File: src/rtl/led_pattern_pkg.sv
// Shared definitions for the LED pattern engine: mode encodings and the
// triangle-wave helper used to turn a phase into a PWM duty.
package led_pattern_pkg;

    localparam logic [1:0] MODE_BLINK   = 2'b00;
    localparam logic [1:0] MODE_BREATHE = 2'b01;
    localparam logic [1:0] MODE_CHASE   = 2'b10;
    localparam logic [1:0] MODE_WAVE    = 2'b11;

    // Triangle of a (bits+1)-wide phase: the low half ramps up, the high half
    // mirrors it back down. Supports amplitudes up to 16 bits.
    function automatic logic [15:0] tri_val(input logic [16:0] p, input int unsigned bits);
        logic [16:0] mask;
        mask = (17'd1 << bits) - 17'd1;
        if (((p >> bits) & 17'd1) != 17'd0)
            return 16'(~p & mask);
        else
            return 16'(p & mask);
    endfunction

endpackage

File: src/rtl/key_debounce.sv
// Two-bit key synchroniser and debouncer. A new key value becomes the
// accepted mode only after it has been stable for DEBOUNCE_CYC cycles;
// mode_chg flags the clock on which that acceptance takes effect.
module key_debounce
    import led_pattern_pkg::*;
#(
    parameter int DEBOUNCE_CYC = 65536
) (
    input  logic       clk,
    input  logic       rst_n,
    input  logic [1:0] key,
    output logic [1:0] mode,
    output logic       mode_chg
);

    localparam int                CNT_W   = $clog2(DEBOUNCE_CYC);
    localparam logic [CNT_W-1:0] CNT_MAX = CNT_W'(DEBOUNCE_CYC - 1);

    logic [1:0]       key_m;
    logic [1:0]       key_s;
    logic [1:0]       key_prev;
    logic [CNT_W-1:0] cnt;

    // Synchronise the raw keys and keep one extra stage to spot changes.
    // NOTE: clocked state uses non-blocking assignments so every flop samples
    // the pre-edge value of its neighbours, giving a true shift chain.
    always_ff @(posedge clk or negedge rst_n) begin
        if (!rst_n) begin
            key_m    <= 2'b00;
            key_s    <= 2'b00;
            key_prev <= 2'b00;
        end else begin
            key_m    <= key;
            key_s    <= key_m;
            key_prev <= key_s;
        end
    end

    // Accept the synchronised key once it has held steady long enough.
    assign mode_chg = (key_s == key_prev) && (key_s != mode) && (cnt == CNT_MAX);

    // Stability counter and accepted-mode register.
    always_ff @(posedge clk or negedge rst_n) begin
        if (!rst_n) begin
            cnt  <= '0;
            mode <= MODE_BLINK;
        end else if (mode_chg) begin
            mode <= key_s;
            cnt  <= '0;
        end else if ((key_s != key_prev) || (key_s == mode)) begin
            cnt <= '0;
        end else begin
            cnt <= cnt + CNT_W'(1);
        end
    end

endmodule

File: src/rtl/led_pattern_engine.sv
// Multi-channel LED driver: debounced keys select blink, breathe, chase or
// phase-offset wave. A shared PWM counter is compared against per-channel
// duties taken from a triangle of the phase accumulator.
module led_pattern_engine
    import led_pattern_pkg::*;
#(
    parameter int N_LED        = 6,
    parameter int PWM_BITS     = 8,
    parameter int TICK_DIV     = 1024,
    parameter int DEBOUNCE_CYC = 65536,
    parameter int ACTIVE_LOW   = 1
) (
    input  logic             clk,
    input  logic             rst_n,
    input  logic [1:0]       key,
    output logic [N_LED-1:0] led,
    output logic [1:0]       mode
);

    localparam int              PH_W    = PWM_BITS + 1;
    localparam int              TICK_W  = $clog2(TICK_DIV);
    localparam int              OFS     = (1 << PH_W) / N_LED;
    localparam logic [N_LED-1:0] LED_OFF = (ACTIVE_LOW != 0) ? '1 : '0;

    logic                mode_chg;
    logic [TICK_W-1:0]   presc;
    logic                tick;
    logic [PWM_BITS-1:0] pwm_cnt;
    logic [PH_W-1:0]     phase;
    logic [3:0]          step;
    logic [4:0]          chase_idx;
    logic [PWM_BITS-1:0] breathe_duty;
    logic [PWM_BITS-1:0] wave_duty [N_LED];
    logic [N_LED-1:0]    on;

    key_debounce #(
        .DEBOUNCE_CYC(DEBOUNCE_CYC)
    ) u_debounce (
        .clk     (clk),
        .rst_n   (rst_n),
        .key     (key),
        .mode    (mode),
        .mode_chg(mode_chg)
    );

    assign tick         = (presc == TICK_W'(TICK_DIV - 1));
    assign chase_idx    = {1'b0, step} % 5'(N_LED);
    assign breathe_duty = PWM_BITS'(tri_val(17'(phase), PWM_BITS));

    // Free-running PWM counter shared by every channel; mode changes leave it alone.
    always_ff @(posedge clk or negedge rst_n) begin
        if (!rst_n) pwm_cnt <= '0;
        else        pwm_cnt <= pwm_cnt + PWM_BITS'(1);
    end

    // Timebase: prescaler -> phase -> step, restarted whenever the mode changes.
    always_ff @(posedge clk or negedge rst_n) begin
        if (!rst_n) begin
            presc <= '0;
            phase <= '0;
            step  <= '0;
        end else if (mode_chg) begin
            presc <= '0;
            phase <= '0;
            step  <= '0;
        end else if (tick) begin
            presc <= '0;
            phase <= phase + PH_W'(1);
            if (phase == '1) step <= step + 4'd1;
        end else begin
            presc <= presc + TICK_W'(1);
        end
    end

    // Per-channel wave duty: each channel sees the phase shifted by i*OFS.
    always_comb begin
        for (int i = 0; i < N_LED; i++) begin
            wave_duty[i] = PWM_BITS'(tri_val(17'(phase + PH_W'(i * OFS)), PWM_BITS));
        end
    end

    // Pattern mux: decide which channels are lit this clock.
    // NOTE: 'on' gets a full default before the case so no path leaves it
    // unassigned, which would otherwise infer a latch.
    always_comb begin
        on = '0;
        for (int i = 0; i < N_LED; i++) begin
            case (mode)
                MODE_BLINK:   on[i] = step[0];
                MODE_BREATHE: on[i] = (pwm_cnt < breathe_duty);
                MODE_CHASE:   on[i] = (chase_idx == 5'(i));
                default:      on[i] = (pwm_cnt < wave_duty[i]);
            endcase
        end
    end

    // Registered pin drive with board polarity applied.
    always_ff @(posedge clk or negedge rst_n) begin
        if (!rst_n) led <= LED_OFF;
        else        led <= on ^ LED_OFF;
    end

endmodule

File: config.mk
export PLATFORM = sky130hd
export DESIGN_NAME = led_pattern_engine
export DESIGN_NICKNAME = d
export VERILOG_FILES = /design/src/rtl/led_pattern_pkg.sv /design/src/rtl/key_debounce.sv /design/src/rtl/led_pattern_engine.sv
export SDC_FILE = /design/constraint.sdc
export NUM_CORES = 1
export LEC_CHECK = 0
export CAP_MARGIN = 5
export CORE_MARGIN = 2
export CORE_UTILIZATION = 40
export DETAILED_ROUTE_END_ITERATION = 6
export SETUP_SLACK_MARGIN = 0.02
export SLEW_MARGIN = 20
export SYNTH_ARGS = -nofsm -noshare
export SYNTH_HDL_FRONTEND = slang
export SYNTH_SLANG_ARGS = --single-unit
File: constraint.sdc
create_clock -name clk -period 5.4 [get_ports clk]
set_clock_uncertainty 0.2 [all_clocks]
set_input_delay 1.35 -clock clk [delete_from_list [all_inputs] [get_ports clk]]
set_output_delay 1.35 -clock clk [all_outputs]
set_load 0.05 [all_outputs]
=== Word level (Yosys, flattened, before mapping) ===
Index checks and enable logic that the tools add are counted.

* Add/subtract/negate cells: 10
* Div/mod/pow operators: 1
* Order comparisons: 6
* Equal/unequal tests: 14
* Mux-type cells: 21
* Bitwise logic cells: 7
* Reduce and logical (&&, ||, !) cells: 8

{| class="wikitable"
|+ Operators with widths
! kind !! count
|-
| 8-bit < comparator || 6
|-
| 8-bit two-way mux || 6
|-
| 8-bit inverter || 6
|-
| 16-bit two-way mux || 2
|-
| 10-bit two-way mux || 2
|-
| 9-bit by 8-bit adder with 9-bit output, second input constant || 2
|-
| 9-bit adder, second input constant || 2
|-
| 9-bit two-way mux || 2
|-
| 16-bit by 1-bit adder with 16-bit output, second input constant || 1
|-
| 16-bit == test, second input constant || 1
|-
| 1-bit case mux with 3 select lines || 5
|-
| 4-bit two-way mux || 3
|-
| 10-bit by 1-bit adder with 10-bit output, second input constant || 1
|-
| 10-bit == test, second input constant || 1
|-
| 5-bit by 2-bit == test with 1-bit output, second input constant || 2
|-
| 5-bit by 3-bit == test with 1-bit output, second input constant || 2
|-
| 9-bit by 1-bit adder with 9-bit output, second input constant || 1
|-
| 9-bit by 7-bit adder with 9-bit output, second input constant || 1
|-
| 9-bit == test, second input constant || 1
|-
| 8-bit by 1-bit adder with 8-bit output, second input constant || 1
|-
| 6-bit inverter || 1
|-
| 5-bit by 1-bit == test with 1-bit output, second input constant || 1
|-
| 5-bit logical NOT || 1
|-
| 4-bit by 3-bit modulo with 5-bit output, second input constant || 1
|-
| other kinds (11) || 15
|}

* Flip-flop bits (word level): 61
* Input port bits: 4
* Output and inout bits: 8

=== Depth between registers and ports, before layout ===
* Depth in word-level cells: 6
* Depth in mapped cells: 14
* Depth with buffers taken out: 13

=== Modules after synthesis ===
A second synthesis with hierarchy kept.

* Cells, all modules: 541
* Area, all modules: 5019.8 um^2

{| class="wikitable"
|+ By module, submodules not included
! module !! times used !! cells each !! area each (um^2) !! sequential area each (um^2)
|-
| led_pattern_engine || 1 || 441 || 3942.5 || 933.4
|-
| key_debounce || 1 || 100 || 1077.3 || 600.6
|}

=== Least setup slack after synthesis ===
No wires, ideal clock.

* Path kind: register -> register
* From: register phase[2]
* To: register led[3]
* Arrival: 2.825 ns
* Required time: 5.121 ns
* Slack: 2.296 ns
* Cell stages (with the launch flop): 14
* Period minus slack after synthesis: 3.104 ns
* Cells stage by stage: dfrtp_1 > inv_1 > ha_1 > nor2b_1 > or3_1 > buf_2 > xor2_1 > xnor2_1 > ha_1 > a21oi_1 > o21ai_0 > a31oi_1 > o31ai_1 > a22o_1

* Cells in the longest elaborated chain, start to end: 6
* Elaborated cells between the ends (all ways): 9
* Classes of those cells: add/sub: 1; order compare: 2; mux: 3; bitwise: 3

{| class="wikitable"
|+ RTL lines
! item !! line !! text
|-
| start, declared || led_pattern_engine.sv:29 || <nowiki>logic [PH_W-1:0] phase;</nowiki>
|-
| start signal, assigned || led_pattern_engine.sv:68 || <nowiki>phase <= phase + PH_W'(1);</nowiki>
|-
| 9-bit by 8-bit adder with 9-bit output || led_pattern_engine.sv:78 || <nowiki>wave_duty[i] = PWM_BITS'(tri_val(17'(phase + PH_W'(i * OFS)), PWM_BITS));</nowiki>
|-
| 8-bit inverter || led_pattern_pkg.sv:16 || <nowiki>return 16'(~p & mask);</nowiki>
|-
| 8-bit two-way mux || led_pattern_pkg.sv:15 || <nowiki>if (((p >> bits) & 17'd1) != 17'd0)</nowiki>
|-
| 8-bit < comparator || led_pattern_engine.sv:92 || <nowiki>default: on[i] = (pwm_cnt < wave_duty[i]);</nowiki>
|-
| 1-bit case mux with 3 select lines * || led_pattern_engine.sv:88 || <nowiki>case (mode)</nowiki>
|-
| 6-bit inverter (no source line) * || n/a ||
|-
| end signal, assigned || led_pattern_engine.sv:100 || <nowiki>else led <= on ^ LED_OFF;</nowiki>
|-
| end, declared || led_pattern_engine.sv:16 || <nowiki>output logic [N_LED-1:0] led,</nowiki>
|}

Mark *: on every way between the ends. The rest lies on a longest branch, timed or not.
A chain may end at the register's enable or synchronous reset.

=== Worst setup path after layout ===
* From: register phase[2]
* To: register led[1]

* Cells in the longest elaborated chain, start to end: 6
* Elaborated cells between the ends (all ways): 9
* Classes of those cells: add/sub: 1; order compare: 2; mux: 3; bitwise: 3

{| class="wikitable"
|+ RTL lines
! item !! line
|-
| 9-bit by 7-bit adder with 9-bit output || led_pattern_engine.sv:78
|-
| 8-bit inverter || led_pattern_pkg.sv:16
|-
| 8-bit two-way mux || led_pattern_pkg.sv:15
|-
| 8-bit < comparator || led_pattern_engine.sv:92
|-
| 1-bit case mux with 3 select lines * || led_pattern_engine.sv:88
|-
| 6-bit inverter (no source line) * || n/a
|}

Marked as above.

==> summary.md <==
The run finished with clean final reports. The number of buffers added to fix hold violations after cts is 0, and the maximum clock path buffer count is 2. Dominant register cell in the synthesized netlist: sky130_fd_sc_hd__dfrtp_1. The worst hold path was traced through 0 stages. Entering global routing, the biggest net connects 38 pins. Timing-limited maximum frequency: 0.273 GHz.

For this design, the sink count on the clock tree is 61. In the final layout, the share of cells above drive strength 1 is 6.80%. Starting density of the core: 40.5%. The floorplan die width is 116 um, and the static leakage is 0.00239 uW. The antenna diode instance count is 0, and the share of the clock period used by the worst path after layout is 67.8%. The path class of the tightest hold or removal check is reg2reg. Of all flip-flops after synthesis, the portion carrying an async set or reset was 100%. Measured along the y axis, the die boundary spans 116 um.

The tools report the core outline area as 0.0125 sq mm. TritonCTS built the clock tree. The instance count of the mapped netlist was 553.

Setup violations remaining at the end of the flow were counted as 0. Synthesis instantiated 60 different standard cells from the library. The number of setup buffers added after CTS is 0. The routed design has 11,400 um of wire.

In the final routed layout, each cell accounts on average for 15.6 um. The global-route usage over all layers is 18.4%. Measured in cells, the most critical reg-to-reg path has a length of 13.

Power spread over the standard cell area amounts to 196 mW/mm^2. The element type at the critical path end is a flop. The final-report max-slew violation count is 0.

The tools report the length of the first detailed-routing pass in iterations as 4. Final antenna-violating net count: 0. Across all hold checks on the routed design, the worst slack comes to 146 ps. The worst pin sits at a relative slew slack of 44.1%. The register-to-register setup slack is 1740 ps.

The worst hold path terminates at u_debounce.key_s[0]. The level count of the clock H-tree was 3. Setup repair after global routing left no endpoint under its margin.

The post-CTS resize count is 0. Counting tap cells, the placed design contains a total of 715 instances. The most common cell after layout, fill and taps aside is sky130_fd_sc_hd__xnor2_1. The sum of overflow across all layers after global routing came out at 0.

The reg-to-reg critical path startpoint is phase[2]. Once layout is complete, the utilization of the core stands at 45.0%. The setup path with the least slack is of type reg2reg.

After clock tree synthesis, the clock-pin slew on the worst setup and hold paths is 50 ps. The endpoint required time on the critical path came out at 5450 ps. The worst setup path is launched from a flop. Along the worst path, the maximum fanout reaches 8. The logs give 0 for the hold violation count in the final report and 183 for the DRC violation total after the first TritonRoute iteration. The endpoint identified for the worst register-to-register timing path is led[1]. Summed over all failing endpoints, the final setup total negative slack is 0 ps. In the layout the commonest cells are sky130_fd_sc_hd__xnor2_1, sky130_fd_sc_hd__nor2_1, sky130_fd_sc_hd__ha_1. IR analysis of the VDD net gives a maximum drop of 0.141 mV. The synthesis-stage register bit count came out at 61. The tools report the number of top-level pins as 12.

The row count was 41; the detailed-placement wirelength estimate was 8720 um. Across the run, the number of max-cap violations was 0. The synthesized design contains 0 enable-type register cells. The tools report the arrival time of the worst setup path as 3710 ps. Detailed routing inserted a total of 3,835 vias.

Summing the sequential cell areas from Yosys gives 30.4% of the chip area. For the number of global-route vias before repair, the log shows 3,807. The average instance in the mapped netlist occupies 9.13 sq um. The die area is 0.0135 sq mm, and the count of input and output buffers is 11. For the number of DRC violations after detailed routing, the log shows 0.

The startpoint of the most critical hold path was u_debounce.key_m[0]. The finished layout holds 731 standard cells, fillers aside. The first global-routing pass estimated 19,300 um of wire. Relative to the synthesized area, the layout overhead comes to 10.9%. The net count of the finished layout is 619. The number of nets handed over by synthesis was 618. The global placer's final weighted congestion is 0.967. The post-synth design cell area came out at 0.00505 sq mm. Yosys printed 0 warnings. Dividing the detail-routed via count by the number of cells gives 5.25. The actual slew at the worst max-slew pin is 838 ps.

The root buffer cell chosen for the clock tree is sky130_fd_sc_hd__clkbuf_16. The number of antenna violations at the first check in global routing was 0; the TritonCTS buffer count was 9. The worst path needs 3660 ps of the cycle, external delays included. The later pin in the worst-skew pair is clocked with a latency of 330 ps.
per-stage QoR:
stage | power, uW | instance area (sq um) | worst slack [ps]
CTS | 1120 | 5600 | 1730
finish | 1100 | 5600 | 1740
detailed placement | 490 | 5280 | 1750
global placement | 490 | 5280 | 1840
floorplan | 476 | 5050 | 2300
global route | 1150 | 5600 | 1480
cell families after synthesis:
logic type | Yosys count | share of synthesized area (%)
XOR/XNOR | 110 | 19.3
multiplexers | 8 | 1.66
buffers and inverters | 43 | 3.67
adder cells (fa/ha/maj) | 61 | 15.1
AND/OR/NAND/NOR | 171 | 16.5
flip-flops | 61 | 30.4
AO/OA/AOI/OAI | 99 | 13.4
power by group:
group          leakage [uW]  internal [uW]  switching (uW)
Sequential         0.000788            461            2.53
Combinational       0.00145           4.26            13.5
Clock              0.000156            406             211
per-layer routing:
| metal | global-route usage, % | vias to the layer above | part of all wire (%) |
|---|---|---|---|
| li1 | - | 1930 | - |
| met1 | 25.3 | 1838 | 48 |
| met2 | 29.2 | 51 | 47 |
| met3 | 3.58 | 16 | 2.8 |
| met4 | 6.11 | 0 | 2.0 |
| met5 | 0 | - | 0 |
state kept, by name, summed over array words and instances, names as in the netlist, 4 cells and up:
name            flops
phase               9
u_debounce.cnt     16
presc              10
led                 6
step                4
pwm_cnt             8
synthesized netlist by cell type (2+ instances only):
cell type / count / area (sq um)
sky130_fd_sc_hd__nand3b_1: 2 / 15.0
sky130_fd_sc_hd__nand2_1: 35 / 131
sky130_fd_sc_hd__a21o_1: 6 / 45.0
sky130_fd_sc_hd__clkbuf_1: 8 / 30.0
sky130_fd_sc_hd__o22ai_1: 3 / 18.8
sky130_fd_sc_hd__a211oi_1: 6 / 45.0
sky130_fd_sc_hd__o21a_1: 9 / 67.6
sky130_fd_sc_hd__o31ai_1: 3 / 22.5
sky130_fd_sc_hd__buf_2: 13 / 65.1
sky130_fd_sc_hd__and3_1: 9 / 56.3
sky130_fd_sc_hd__buf_1: 2 / 7.51
sky130_fd_sc_hd__inv_1: 19 / 71.3
sky130_fd_sc_hd__a211o_1: 2 / 17.5
sky130_fd_sc_hd__dfrtp_1: 55 / 1380
sky130_fd_sc_hd__nand3_1: 18 / 90.1
sky130_fd_sc_hd__xor2_1: 29 / 254
sky130_fd_sc_hd__nor3_1: 5 / 25.0
sky130_fd_sc_hd__or4b_2: 2 / 20.0
sky130_fd_sc_hd__o21ai_0: 22 / 110
sky130_fd_sc_hd__nand2b_1: 2 / 12.5
sky130_fd_sc_hd__a41oi_1: 3 / 26.3
sky130_fd_sc_hd__nand4_1: 7 / 43.8
sky130_fd_sc_hd__nor2_1: 63 / 236
sky130_fd_sc_hd__a221oi_1: 2 / 17.5
sky130_fd_sc_hd__o221ai_1: 2 / 17.5
sky130_fd_sc_hd__or3_1: 3 / 18.8
sky130_fd_sc_hd__nor2b_1: 7 / 43.8
sky130_fd_sc_hd__mux2_2: 3 / 33.8
sky130_fd_sc_hd__a21oi_1: 18 / 90.1
sky130_fd_sc_hd__mux2i_1: 5 / 50.1
sky130_fd_sc_hd__and4_1: 4 / 35.0
sky130_fd_sc_hd__o2bb2ai_1: 2 / 17.5
sky130_fd_sc_hd__or2_2: 2 / 12.5
sky130_fd_sc_hd__dfstp_2: 6 / 158
sky130_fd_sc_hd__ha_1: 61 / 763
sky130_fd_sc_hd__o211ai_1: 6 / 45.0
sky130_fd_sc_hd__and2_1: 2 / 12.5
sky130_fd_sc_hd__a31oi_1: 2 / 12.5
sky130_fd_sc_hd__a21oi_2: 2 / 17.5
sky130_fd_sc_hd__nor4_1: 4 / 25.0
sky130_fd_sc_hd__xnor2_1: 80 / 701
worst max path at each step:
stage	startpoint	endpoint	slack, ps	depth (start not counted)
after floorplan	phase[2]	led[3]	2300	13
after global placement	phase[2]	led[1]	1840	13
after detailed placement	phase[2]	led[1]	1750	13
after CTS	phase[2]	led[1]	1730	13
after global routing	phase[2]	led[1]	1480	13
final	phase[2]	led[1]	1740	13
cell type report:
type | instances | area (sq um)
clock buffer | 9 | 225
clock inverter | 7 | 98.8
fill | 1219 | 6860
inverter | 19 | 71.3
multi-input combinational | 449 | 3330
sequential | 61 | 1530
tap | 172 | 215
timing repair buffer | 14 | 128
worst max-delay path: stages (launching register included):
cell and delay (ps):
sky130_fd_sc_hd__dfrtp_1 510, sky130_fd_sc_hd__inv_1 230, sky130_fd_sc_hd__ha_1 260, sky130_fd_sc_hd__a211oi_1 360, sky130_fd_sc_hd__o21a_1 330, sky130_fd_sc_hd__nand2_1 90
sky130_fd_sc_hd__o21ai_1 330, sky130_fd_sc_hd__xnor2_1 160, sky130_fd_sc_hd__ha_1 310, sky130_fd_sc_hd__a21o_1 170, sky130_fd_sc_hd__a211oi_1 230, sky130_fd_sc_hd__o21ai_0 110
sky130_fd_sc_hd__a41oi_1 180, sky130_fd_sc_hd__o2bb2ai_1 110
Note: power is estimated with default switching activity, not from simulation.
